## src/rtl/demux_1to4_buffered_pkg.sv

```systemverilog
`default_nettype none
// ============================================================================
// Module      : demux_1to4_buffered_pkg
// Description : Shared types and constants for the buffered 1-to-4 demux.
//               Holds the lane count, the lane-index type, the lane FSM
//               state encoding and a one-hot decode helper.
// Revision    : 1.0 - initial release
// ============================================================================
package demux_1to4_buffered_pkg;

    localparam int NUM_LANES = 4;

    typedef logic [1:0] lane_idx_t;

    typedef enum logic [0:0] {
        LANE_EMPTY = 1'b0,
        LANE_FULL  = 1'b1
    } lane_state_t;

    // One-hot decode of a lane index.
    function automatic logic [NUM_LANES-1:0] lane_onehot(input lane_idx_t idx);
        logic [NUM_LANES-1:0] v;
        v      = '0;
        v[idx] = 1'b1;
        return v;
    endfunction

endpackage
`default_nettype wire

```

## src/rtl/demux_1to4_buffered_if.sv

```systemverilog
`default_nettype none
// ============================================================================
// Module      : demux_1to4_buffered_if
// Description : Bus bundle of the buffered 1-to-4 demux.
//   in_data/in_valid/in_ready : upstream word handshake
//   sel/auto_mode             : lane selection (explicit / round-robin)
//   out_data/out_valid/out_ready : four downstream lane handshakes,
//                                  lane i data at [i*WIDTH +: WIDTH]
//   rr_ptr/route_count        : status (round-robin pointer, word count)
//   master drives the upstream side and out_ready; slave is the demux.
// Revision    : 1.0 - initial release
// ============================================================================
interface demux_1to4_buffered_if
    import demux_1to4_buffered_pkg::*;
#(
    parameter int WIDTH = 8,
    parameter int CNT_W = 8
);
    logic [WIDTH-1:0]           in_data;
    logic                       in_valid;
    logic                       in_ready;
    logic [1:0]                 sel;
    logic                       auto_mode;
    logic [NUM_LANES*WIDTH-1:0] out_data;
    logic [NUM_LANES-1:0]       out_valid;
    logic [NUM_LANES-1:0]       out_ready;
    logic [1:0]                 rr_ptr;
    logic [CNT_W-1:0]           route_count;

    modport master (
        output in_data, in_valid, sel, auto_mode, out_ready,
        input  in_ready, out_data, out_valid, rr_ptr, route_count
    );

    modport slave (
        input  in_data, in_valid, sel, auto_mode, out_ready,
        output in_ready, out_data, out_valid, rr_ptr, route_count
    );
endinterface
`default_nettype wire

```

## src/rtl/demux_1to4_buffered_lane.sv

```systemverilog
`default_nettype none
// ============================================================================
// Module      : demux_lane
// Description : One-entry lane buffer with an EMPTY/FULL FSM.
//   clock, reset : clock, asynchronous active-high reset
//   i_load       : capture i_data (caller guarantees room or a same-cycle drain)
//   i_data       : word to capture
//   i_drain      : downstream consumer takes the buffered word
//   o_data       : buffered word (holds while FULL and not drained)
//   o_valid      : buffer FULL
// Revision    : 1.0 - initial release
// ============================================================================
module demux_lane
    import demux_1to4_buffered_pkg::*;
#(
    parameter int WIDTH = 8
)
(
    input  wire logic             clock,
    input  wire logic             reset,
    input  wire logic             i_load,
    input  wire logic [WIDTH-1:0] i_data,
    input  wire logic             i_drain,
    output logic      [WIDTH-1:0] o_data,
    output logic                  o_valid
);

    lane_state_t      r_state_q, w_state_d;
    logic [WIDTH-1:0] r_data_q,  w_data_d;

    // A load wins over a drain: simultaneous drain+load replaces the word
    // and the lane stays FULL with no bubble.
    always_comb begin
        w_state_d = r_state_q;
        w_data_d  = r_data_q;
        if (i_load) begin
            w_state_d = LANE_FULL;
            w_data_d  = i_data;
        end else if (i_drain) begin
            w_state_d = LANE_EMPTY;
        end
    end

    always_ff @(posedge clock or posedge reset) begin
        if (reset) begin
            r_state_q <= LANE_EMPTY;
            r_data_q  <= '0;
        end else begin
            r_state_q <= w_state_d;
            r_data_q  <= w_data_d;
        end
    end

    assign o_data  = r_data_q;
    assign o_valid = (r_state_q == LANE_FULL);

endmodule
`default_nettype wire

```

## src/rtl/demux_1to4_buffered.sv

```systemverilog
`default_nettype none
// ============================================================================
// Module      : demux_1to4_buffered
// Description : Sequential 1-to-4 demultiplexer with one-entry lane buffers.
//   clock, reset : clock, asynchronous active-high reset
//   bus (slave)  : upstream handshake, lane selection, four lane outputs,
//                  rr_ptr and route_count status
//   Target lane is auto_mode ? rr_ptr : sel. in_ready passes the target
//   lane's downstream ready through combinationally when that lane is FULL.
// Revision    : 1.0 - initial release
// ============================================================================
module demux_1to4_buffered
    import demux_1to4_buffered_pkg::*;
#(
    parameter int WIDTH = 8,
    parameter int CNT_W = 8
)
(
    input  wire logic              clock,
    input  wire logic              reset,
    demux_1to4_buffered_if.slave   bus
);

    logic [WIDTH-1:0]           w_lane_data [NUM_LANES];
    logic [NUM_LANES-1:0]       w_lane_valid;
    logic [NUM_LANES-1:0]       w_load;
    logic [NUM_LANES*WIDTH-1:0] w_out_data;
    lane_idx_t                  w_target;
    logic                       w_in_ready;
    logic                       w_accept;
    lane_idx_t                  r_rr_ptr_q, w_rr_ptr_d;
    logic [CNT_W-1:0]           r_route_count_q, w_route_count_d;

    always_comb begin
        w_target        = bus.auto_mode ? r_rr_ptr_q : lane_idx_t'(bus.sel);
        w_in_ready      = ~w_lane_valid[w_target] | bus.out_ready[w_target];
        w_accept        = bus.in_valid & w_in_ready;
        w_load          = w_accept ? lane_onehot(w_target) : '0;
        w_rr_ptr_d      = r_rr_ptr_q;
        w_route_count_d = r_route_count_q;
        if (w_accept) begin
            w_route_count_d = r_route_count_q + CNT_W'(1);
            // The pointer only advances on round-robin accepts, so it is
            // retained across explicit-select traffic.
            if (bus.auto_mode) begin
                w_rr_ptr_d = r_rr_ptr_q + 2'd1;
            end
        end
    end

    always_ff @(posedge clock or posedge reset) begin
        if (reset) begin
            r_rr_ptr_q      <= '0;
            r_route_count_q <= '0;
        end else begin
            r_rr_ptr_q      <= w_rr_ptr_d;
            r_route_count_q <= w_route_count_d;
        end
    end

    generate
        for (genvar gi = 0; gi < NUM_LANES; gi++) begin : g_lane
            demux_lane #(
                .WIDTH (WIDTH)
            ) u_lane (
                .clock   (clock),
                .reset   (reset),
                .i_load  (w_load[gi]),
                .i_data  (bus.in_data),
                .i_drain (bus.out_ready[gi]),
                .o_data  (w_lane_data[gi]),
                .o_valid (w_lane_valid[gi])
            );
        end
    endgenerate

    always_comb begin
        w_out_data = '0;
        for (int i = 0; i < NUM_LANES; i++) begin
            w_out_data[i*WIDTH +: WIDTH] = w_lane_data[i];
        end
    end

    assign bus.in_ready    = w_in_ready;
    assign bus.out_data    = w_out_data;
    assign bus.out_valid   = w_lane_valid;
    assign bus.rr_ptr      = r_rr_ptr_q;
    assign bus.route_count = r_route_count_q;

endmodule
`default_nettype wire

```

## src/flat_wrapper.sv

```systemverilog
// flat-port wrapper written by rule: the top's interface ports become plain ports
module demux_1to4_buffered_flat import demux_1to4_buffered_pkg::*;
#(
    parameter int WIDTH = 8,
    parameter int CNT_W = 8
)
  (clock, reset, bus_in_data, bus_in_valid, bus_sel, bus_auto_mode, bus_out_ready, bus_in_ready, bus_out_data, bus_out_valid, bus_rr_ptr, bus_route_count);
  demux_1to4_buffered_if #(.WIDTH(WIDTH), .CNT_W(CNT_W)) bus_i ();
  input  wire logic clock;
  input  wire logic reset;
  input wire logic [$bits(bus_i.in_data)-1:0] bus_in_data;
  input wire logic [$bits(bus_i.in_valid)-1:0] bus_in_valid;
  input wire logic [$bits(bus_i.sel)-1:0] bus_sel;
  input wire logic [$bits(bus_i.auto_mode)-1:0] bus_auto_mode;
  input wire logic [$bits(bus_i.out_ready)-1:0] bus_out_ready;
  output wire logic [$bits(bus_i.in_ready)-1:0] bus_in_ready;
  output wire logic [$bits(bus_i.out_data)-1:0] bus_out_data;
  output wire logic [$bits(bus_i.out_valid)-1:0] bus_out_valid;
  output wire logic [$bits(bus_i.rr_ptr)-1:0] bus_rr_ptr;
  output wire logic [$bits(bus_i.route_count)-1:0] bus_route_count;
  assign bus_i.in_data = bus_in_data;
  assign bus_i.in_valid = bus_in_valid;
  assign bus_i.sel = bus_sel;
  assign bus_i.auto_mode = bus_auto_mode;
  assign bus_i.out_ready = bus_out_ready;
  assign bus_in_ready = bus_i.in_ready;
  assign bus_out_data = bus_i.out_data;
  assign bus_out_valid = bus_i.out_valid;
  assign bus_rr_ptr = bus_i.rr_ptr;
  assign bus_route_count = bus_i.route_count;
  demux_1to4_buffered #(.WIDTH(WIDTH), .CNT_W(CNT_W)) u_core (.clock(clock), .reset(reset), .bus(bus_i));
endmodule
```

## config.mk

```make
export PLATFORM = sky130hd
export DESIGN_NAME = demux_1to4_buffered_flat
export DESIGN_NICKNAME = d
export VERILOG_FILES = /design/src/rtl/demux_1to4_buffered_pkg.sv /design/src/rtl/demux_1to4_buffered_if.sv /design/src/rtl/demux_1to4_buffered_lane.sv /design/src/rtl/demux_1to4_buffered.sv /design/src/flat_wrapper.sv
export SDC_FILE = /design/constraint.sdc
export NUM_CORES = 1
export LEC_CHECK = 0
export ABC_AREA = 0
export CAP_MARGIN = 25
export CORE_MARGIN = 1.5
export CORE_UTILIZATION = 48
export CTS_CLUSTER_SIZE = 14
export DETAILED_ROUTE_END_ITERATION = 16
export GPL_TIMING_DRIVEN = 0
export PLACE_DENSITY = 0.87
export REMOVE_ABC_BUFFERS = 1
export SETUP_SLACK_MARGIN = 0.3
export SKIP_LAST_GASP = 1
export SYNTH_ARGS = -nofsm -noshare
export SYNTH_HDL_FRONTEND = slang
export SYNTH_SLANG_ARGS = --single-unit
```

## constraint.sdc

```tcl
create_clock -name clock -period 5.5 [get_ports clock]
set_clock_uncertainty 0.2 [all_clocks]
set_input_delay 0.55 -clock clock [delete_from_list [all_inputs] [get_ports clock]]
set_output_delay 0.55 -clock clock [all_outputs]
set_load 0.02 [all_outputs]
```

Yosys cells after proc, flatten, opt, wreduce, memory -nomap -nowiden
Cells that the tools add are included.
{"block": "op_classes", "n_addsub": 2, "order_cmp": 2, "mux": 16, "n_bitwise": 3, "n_reduce_logical": 6}
{"operator": "$mux 1", "count": 11}
{"operator": "$add 8x1->8 const B", "count": 1}
{"operator": "$reduce_bool 2->1", "count": 4}
{"operator": "$bmux 1 s2", "count": 2}
{"operator": "$mux 4", "count": 1}
{"operator": "$lt 2x3->1 const B", "count": 1}
{"operator": "$add 2x1->2 const B", "count": 1}
{"operator": "$demux 1 s2", "count": 1}
{"operator": "$ge 2x1->1 const B", "count": 1}
{"operator": "$mux 2", "count": 1}
{"operator": "$reduce_and 2->1", "count": 1}
{"operator": "$and 1x1->1", "count": 1}
{"operator": "$logic_and 1x1->1", "count": 1}
{"operator": "$not 1->1", "count": 1}
{"operator": "$or 1x1->1", "count": 1}
{"block": "word_totals", "regBits": 46, "in_bits": 18}

Longest topological paths before layout
Gate-level depths: netlist of the first run.
{"block": "depth", "depth_word": 8, "depth_mapped": 5}

Modules after synthesis
From an unflattened synthesis of the first run, not the netlist that was laid out.
{"block": "unflattened", "hier_cells": 145, "hier_area_um2": 2120.8}
{"module": "demux_lane", "n_inst": 4, "cells_each": 21, "area_each_um2": 372.9}
{"module": "demux_1to4_buffered", "n_inst": 1, "cells_each": 61, "area_each_um2": 629.4}

Least setup slack after synthesis of the first run
OpenSTA, ideal clock, no wires.
{"block": "synth_timing", "path_kind": "input port to output port", "start": "in bus_auto_mode", "end": "out bus_in_ready", "arrival_ns": 1.501, "t_required_ns": 4.750, "slack_ns": 3.249, "path_stages": 3, "n_path_buf": 0, "path_cell_list": "mux2_4 mux4_2 inv_2"}
{"block": "synth_between", "elab_chain_cells": 5, "elab_cells_between_ends": 7, "cone_classes": "5 x mux; 2 x bitwise"}
{"element": "from (decl)", "line_no": "flat_wrapper.sv:14", "source": "input wire logic [$bits(bus_i.auto_mode)-1:0] bus_auto_mode;"}
{"element": "$mux 2 (*)", "line_no": "demux_1to4_buffered.sv:35", "source": "w_target = bus.auto_mode ? r_rr_ptr_q : lane_idx_t'(bus.sel);"}
{"element": "$bmux 1 s2", "line_no": "demux_1to4_buffered.sv:36", "source": "w_in_ready = ~w_lane_valid[w_target] | bus.out_ready[w_target];"}
{"element": "$mux 1 (not written as such)", "line_no": "demux_1to4_buffered.sv:36"}
{"element": "$not 1->1", "line_no": "demux_1to4_buffered.sv:36"}
{"element": "$or 1x1->1 (*)", "line_no": "demux_1to4_buffered.sv:36"}
{"element": "to (decl)", "line_no": "flat_wrapper.sv:16", "source": "output wire logic [$bits(bus_i.in_ready)-1:0] bus_in_ready;"}
Mark *: on every way between the ends. The rest lies on a longest branch, timed or not. The select of a mux whose other input is x is not followed.

Worst setup path in the final report of the first run
Same ends and word-level chain as after synthesis.

==> metrics.yaml, run 1 <==
status: "finished clean"
first_iter_violations: 55
stdcell_area_sq_mm: 0.00270
avgSynthCellArea_sq_um: 14.0
cts_tree: "yes"
design.die.area_sq_mm: 0.00440
cap_viol_max_count: 0
slew-limit-headroom: 0.381
wl_per_cell_um: 16.5
tightest_slew_ns: 0.927
setup_viol: 0
placed_cells: 245
clk_path_buf_depth: 2
drive_gt1_frac: 0.220
antenna_left: 0
wl_mm: 4.19
worst_path_most_repeated_cell: "clkdlybuf4s50_1"
rsz0062_at_grt: "no"
fin_nets: 223
antenna_found_initial: 0
cp_top_family: "buffers and inverters"
io_buffers: 64
multiInputGateArea_sq_um: 722
final_hold_viol_count: 0
combPwrFrac: 0.498
diodes: 0
finalNonFillerCells: 253
cts_resized: 0
power_density_mw_per_mm2: 634
hold_path.class: "reg -> reg"
first_pass_iters: 4
start_kind: "primary input"
grt_pass1_wl_mm: 6.84
seq_area_frac_synth: 0.597
coreArea_sq_mm: 0.00377
grt_start_max_net_pins: 47
arrival_ns: 2.76
cts_made_buffers: 5
initial_utilization: 0.511
row_count: 22
crit_slowest_cell: "clkdlybuf4s50_1"
viasPerCell: 5.29
gp_congestion: 0.768
internal_power_uw: 1090
endpoint_kind: "primary output"
ys_types: 27
cp_max_fo: 7
path_class: "in -> out"
fin_crit_sh: 0.637
ys_ff_latch: 46
clk_latency_ns: 0.30
filler_cell_count: 247
first_global_vias: 1385
required_ns: 4.75
tns_ns: 0
synth_area_sq_mm: 0.00193
synth_warnings: 0
cts-hold-fix-buffers: 0
num_io_pins: 65
period_needed_ns: 3.51
vias: 1338
peakVddDrop_uv: 339
maxSlewViolCount: 0
power_frac_clock: 0.143
cpPeakStageDelay_ns: 0.61
die_width_um: 66.4
grt_use_total: 0.215
cts_setup_buffers: 0
p_switching_uw: 623
htreeDepth: 2
grt_overflow: 0
post-dp-hpwl_mm: 3.08
clockRootBuffer: "clkbuf_8"
final_core_util: 0.716
clk_pin_slew_ns: 0.08
p_leak_uw: 0.00117
crit_chain: "clkdlybuf4s50_1 > mux2_4 > mux4_2 > inv_2 > clkdlybuf4s50_1"
drc: 0
worst-path-buf-inv: 3
cts_num_sinks: 46
postSynthCellCount: 138
ff_latch_area_sq_mm: 0.00115
max_clock_freq_mhz: 285
area.growth.synth_to_final_pct: 40.1
die_y_um: 66.4
seqPwrFrac: 0.358
power_uw: 1710
swShare: 0.364
placed_cell_area_sq_mm: 0.00259
## final timing paths
kind | start | endpoint | slack [ns] | depth (start not counted)
min reg2reg | u_core.bus.route_count[7] | u_core.bus.route_count[7] | 0.27 | 1
min | u_core.bus.route_count[7] | u_core.bus.route_count[7] | 0.27 | 1
max reg2reg | u_core.bus.rr_ptr[1] | u_core.g_lane[1].u_lane.o_data[4] | 3.37 | 4
max in group asynchronous | reset | u_core.g_lane[1].u_lane.o_data[3] | 3.94 | 2
min in group asynchronous | reset | u_core.bus.route_count[2] | 0.59 | 2
max | bus_auto_mode | bus_in_ready | 1.99 | 5
## power groups by stage
stage	Clock, uW	Sequential (uW)	Combinational (uW)
2_1_floorplan	0	809	240
3_5_place_dp	0	618	856
5_1_grt	269	635	907
4_1_cts	247	612	863
6_report	245	613	853
3_3_place_gp	0	602	839
## stage by stage
step | hold slack, ns | setup WS, ns
after floorplan | 0.378 | 3.25
after global placement | 0.257 | 2.04
after detailed placement | 0.257 | 1.99
after CTS | 0.272 | 1.98
after global routing | 0.299 | 1.93
final | 0.273 | 1.99
## placed cells by master, fill, tap and decap left out, drive strengths merged
master and count:
mux2 34, nand3b 2, o2111ai 1, nand2b 4, nor2 4, xor2 3, bufinv 1, a2111oi 1
mux4 1, nand3 2, o21bai 1, a21o 1, nand2 8, clkbuf 7, ha 1, nor4 1
nor2b 4, mux2i 2, xnor2 5, clkdlybuf4s50 64, nor3 4, or3 1, nand4 2, inv 5
dfrtp 46
## registers in the layout (all words and copies together) (netlist names)
signal and flops:
u_core.g_lane.u_lane.o_valid 4, u_core.g_lane.u_lane.o_data 32, u_core.bus.route_count 8, u_core.bus.rr_ptr 2
## cells in the mapped netlist
cell type | n | area share
dfrtp_1 | 46 | 0.60
mux2i_1 | 2 | 0.010
nor4_2 | 1 | 0.0065
xnor2_1 | 5 | 0.023
a2111oi_0 | 1 | 0.0045
nand3b_1 | 2 | 0.0078
inv_1 | 4 | 0.0078
buf_2 | 1 | 0.0026
ha_1 | 1 | 0.0065
nand4_1 | 2 | 0.0065
mux2_2 | 32 | 0.19
nand3_1 | 2 | 0.0052
a21o_1 | 1 | 0.0039
nor3_1 | 4 | 0.010
mux4_2 | 1 | 0.012
nor2b_1 | 4 | 0.013
o21bai_1 | 1 | 0.0039
inv_2 | 1 | 0.0019
nand2_1 | 7 | 0.014
nor2_1 | 4 | 0.0078
buf_4 | 4 | 0.016
or3_1 | 1 | 0.0032
o2111ai_1 | 1 | 0.0045
nand2_2 | 1 | 0.0032
xor2_1 | 3 | 0.014
mux2_4 | 2 | 0.016
nand2b_1 | 4 | 0.013
## kinds of logic after synthesis
| logic type | after synthesis | synth area share |
|---|---|---|
| adder cells (fa/ha/maj) | 1 | 0.00649 |
| AO/OA/AOI/OAI | 4 | 0.0169 |
| multiplexers | 37 | 0.225 |
| AND/OR/NAND/NOR | 32 | 0.0903 |
| XOR/XNOR | 8 | 0.0364 |
| flip-flops | 46 | 0.597 |
| buffers and inverters | 10 | 0.0279 |
## final cells by class
type / instances / share of cell area
Clock inverter: 1 / 0.0111
Clock buffer: 7 / 0.0283
Timing Repair Buffer: 64 / 0.237
Sequential cell: 46 / 0.427
Multi-Input combinational cell: 82 / 0.268
Inverter: 5 / 0.00695
Tap cell: 48 / 0.0223
## layer usage
layer / up-vias / share of wire / global-route usage
li1: 614 / - / -
met1: 666 / 0.42 / 0.260
met2: 52 / 0.49 / 0.346
met3: 6 / 0.076 / 0.0852
met4: 0 / 0.016 / 0.0791
met5: - / 0 / 0
## worst register-to-register path: cells and delay by family, from the launching register on
family,cells,cell delay (ns)
mux,2,0.75
simple gates,2,0.64
flops,1,0.43
Note: power is estimated with default switching activity, not from simulation.
==> run 2: changes to the inputs <==
CORE_UTILIZATION = 45   (was 48)
PLACE_DENSITY = 0.82   (was 0.87)
clock period = 3.7 ns   (was 5.5 ns; I/O delays follow)
==> metrics.yaml, run 2 (synthesis results as in run 1) <==
cts_resized: 0
final_common_cell: "clkdlybuf4s50_1"
slew-limit-headroom: 0.368
crit_slowest_cell: "clkdlybuf4s50_1"
final_hold_viol_count: 0
design.die.area_sq_mm: 0.00468
antenna_left: 0
hold_path.class: "reg -> reg"
finalNonFillerCells: 255
required_ns: 3.13
status: "finished clean"
clk_path_buf_depth: 2
arrival_ns: 2.69
diodes: 0
clk_pin_slew_ns: 0.07
start_kind: "primary input"
gp_congestion: 0.874
die_width_um: 68.4
period_needed_ns: 3.26
drc: 0
first_pass_iters: 4
tightest_slew_ns: 0.946
holdWs_ns: 0.282
final_core_util: 0.667
max_clock_freq_mhz: 306
coreArea_sq_mm: 0.00406
die_y_um: 68.4
area.growth.synth_to_final_pct: 40.4
htreeDepth: 2
p_leak_uw: 0.00116
placed_cells: 247
cp_max_fo: 7
crit_chain: "clkdlybuf4s50_1 > mux2i_1 > mux4_2 > inv_2 > clkdlybuf4s50_1"
grt_start_max_net_pins: 47
maxSlewViolCount: 0
num_io_pins: 65
fin_nets: 223
endpoint_kind: "primary output"
final_cell_mix: "clkdlybuf4s50_1, dfrtp_1, mux2_2"
cpPeakStageDelay_ns: 0.63
clockRootBuffer: "clkbuf_8"
cp_top_family: "buffers and inverters"
antenna_found_initial: 0
post-dp-hpwl_mm: 3.11
vias: 1352
largest_reg_flops: 32
row_count: 23
initial_utilization: 0.475
first_global_vias: 1393
worst-path-buf-inv: 3
cap_viol_max_count: 0
power_density_mw_per_mm2: 943
grt_pass1_wl_mm: 6.68
clk_latency_ns: 0.30
cts_tree: "yes"
peakVddDrop_uv: 525
io_buffers: 64
grt_use_total: 0.198
viasPerCell: 5.30
cts_made_buffers: 5
path_class: "in -> out"
drive_gt1_frac: 0.224
worst_path_most_repeated_cell: "clkdlybuf4s50_1"
wl_mm: 4.35
cts-hold-fix-buffers: 0
first_iter_violations: 50
fin_crit_sh: 0.882
grt_overflow: 0
rsz0062_at_grt: "no"
wl_per_cell_um: 17.1
setup_viol: 0
tns_ns: 0
cts_num_sinks: 46
cts_setup_buffers: 0
==> run 2: cell count changes in the layout (fill, tap and decap cells not counted), sizes merged <==
cell and delta:
clkbuf -1, clkinvlp +1
==> run 2: metrics by stage <==
stage / setup slack [ns] / power (uW) / area [sq um]
floorplan: 1.59 / 1560 / 1890
global placement: 0.582 / 2150 / 2590
detailed placement: 0.470 / 2200 / 2590
CTS: 0.443 / 2570 / 2710
global route: 0.366 / 2680 / 2710
finish: 0.437 / 2550 / 2710
==> run 2: final timing paths <==
path	start	endpoint	slack, ns	cells after the start
setup / recovery	bus_auto_mode	bus_in_ready	0.44	5
hold / removal	u_core.bus.route_count[7]	u_core.bus.route_count[7]	0.28	1
setup reg to reg	u_core.bus.rr_ptr[0]	u_core.g_lane[0].u_lane.o_data[5]	1.48	3
hold reg to reg	u_core.bus.route_count[7]	u_core.bus.route_count[7]	0.28	1
max in group asynchronous	reset	u_core.g_lane[0].u_lane.o_data[1]	2.30	2
min in group asynchronous	reset	u_core.bus.route_count[3]	0.41	2
==> run 2: worst reg2reg max path: cells and delay by family (launching register included) <==
| family | cells | cell delay, ns |
|---|---|---|
| simple gates | 1 | 0.57 |
| mux | 2 | 0.89 |
| flops | 1 | 0.44 |
==> run 2: layer usage <==
metal | global-route usage | up-vias | part of all wire
li1 | - | 611 | -
met1 | 0.219 | 669 | 0.40
met2 | 0.343 | 61 | 0.50
met3 | 0.0822 | 11 | 0.087
met4 | 0.0625 | 0 | 0.014
met5 | 0 | - | 0
==> run 2: layout make-up <==
| type | count | area, sq um |
|---|---|---|
| sequential | 46 | 1150 |
| clock buffer | 6 | 72.6 |
| inverter | 5 | 18.8 |
| tap | 50 | 62.6 |
| timing repair buffer | 64 | 641 |
| multi-input combinational | 82 | 722 |
| clock inverter | 2 | 37.5 |
| fill | 306 | 1350 |
==> run 2: power breakdown <==
part           switching (uW)  leakage [uW]  internal (uW)  total (uW)
sequential                163      0.000548            750         913
combinational             610      0.000566            665        1270
clock                     162     0.0000514            201         363
total                     935       0.00116           1620        2550
==> run 3: changes to the inputs <==
GPL_ROUTABILITY_DRIVEN = 0   (was unset)
==> results of run 3 <==
No change in the layout: final DEF, timing and power equal those of run 2.
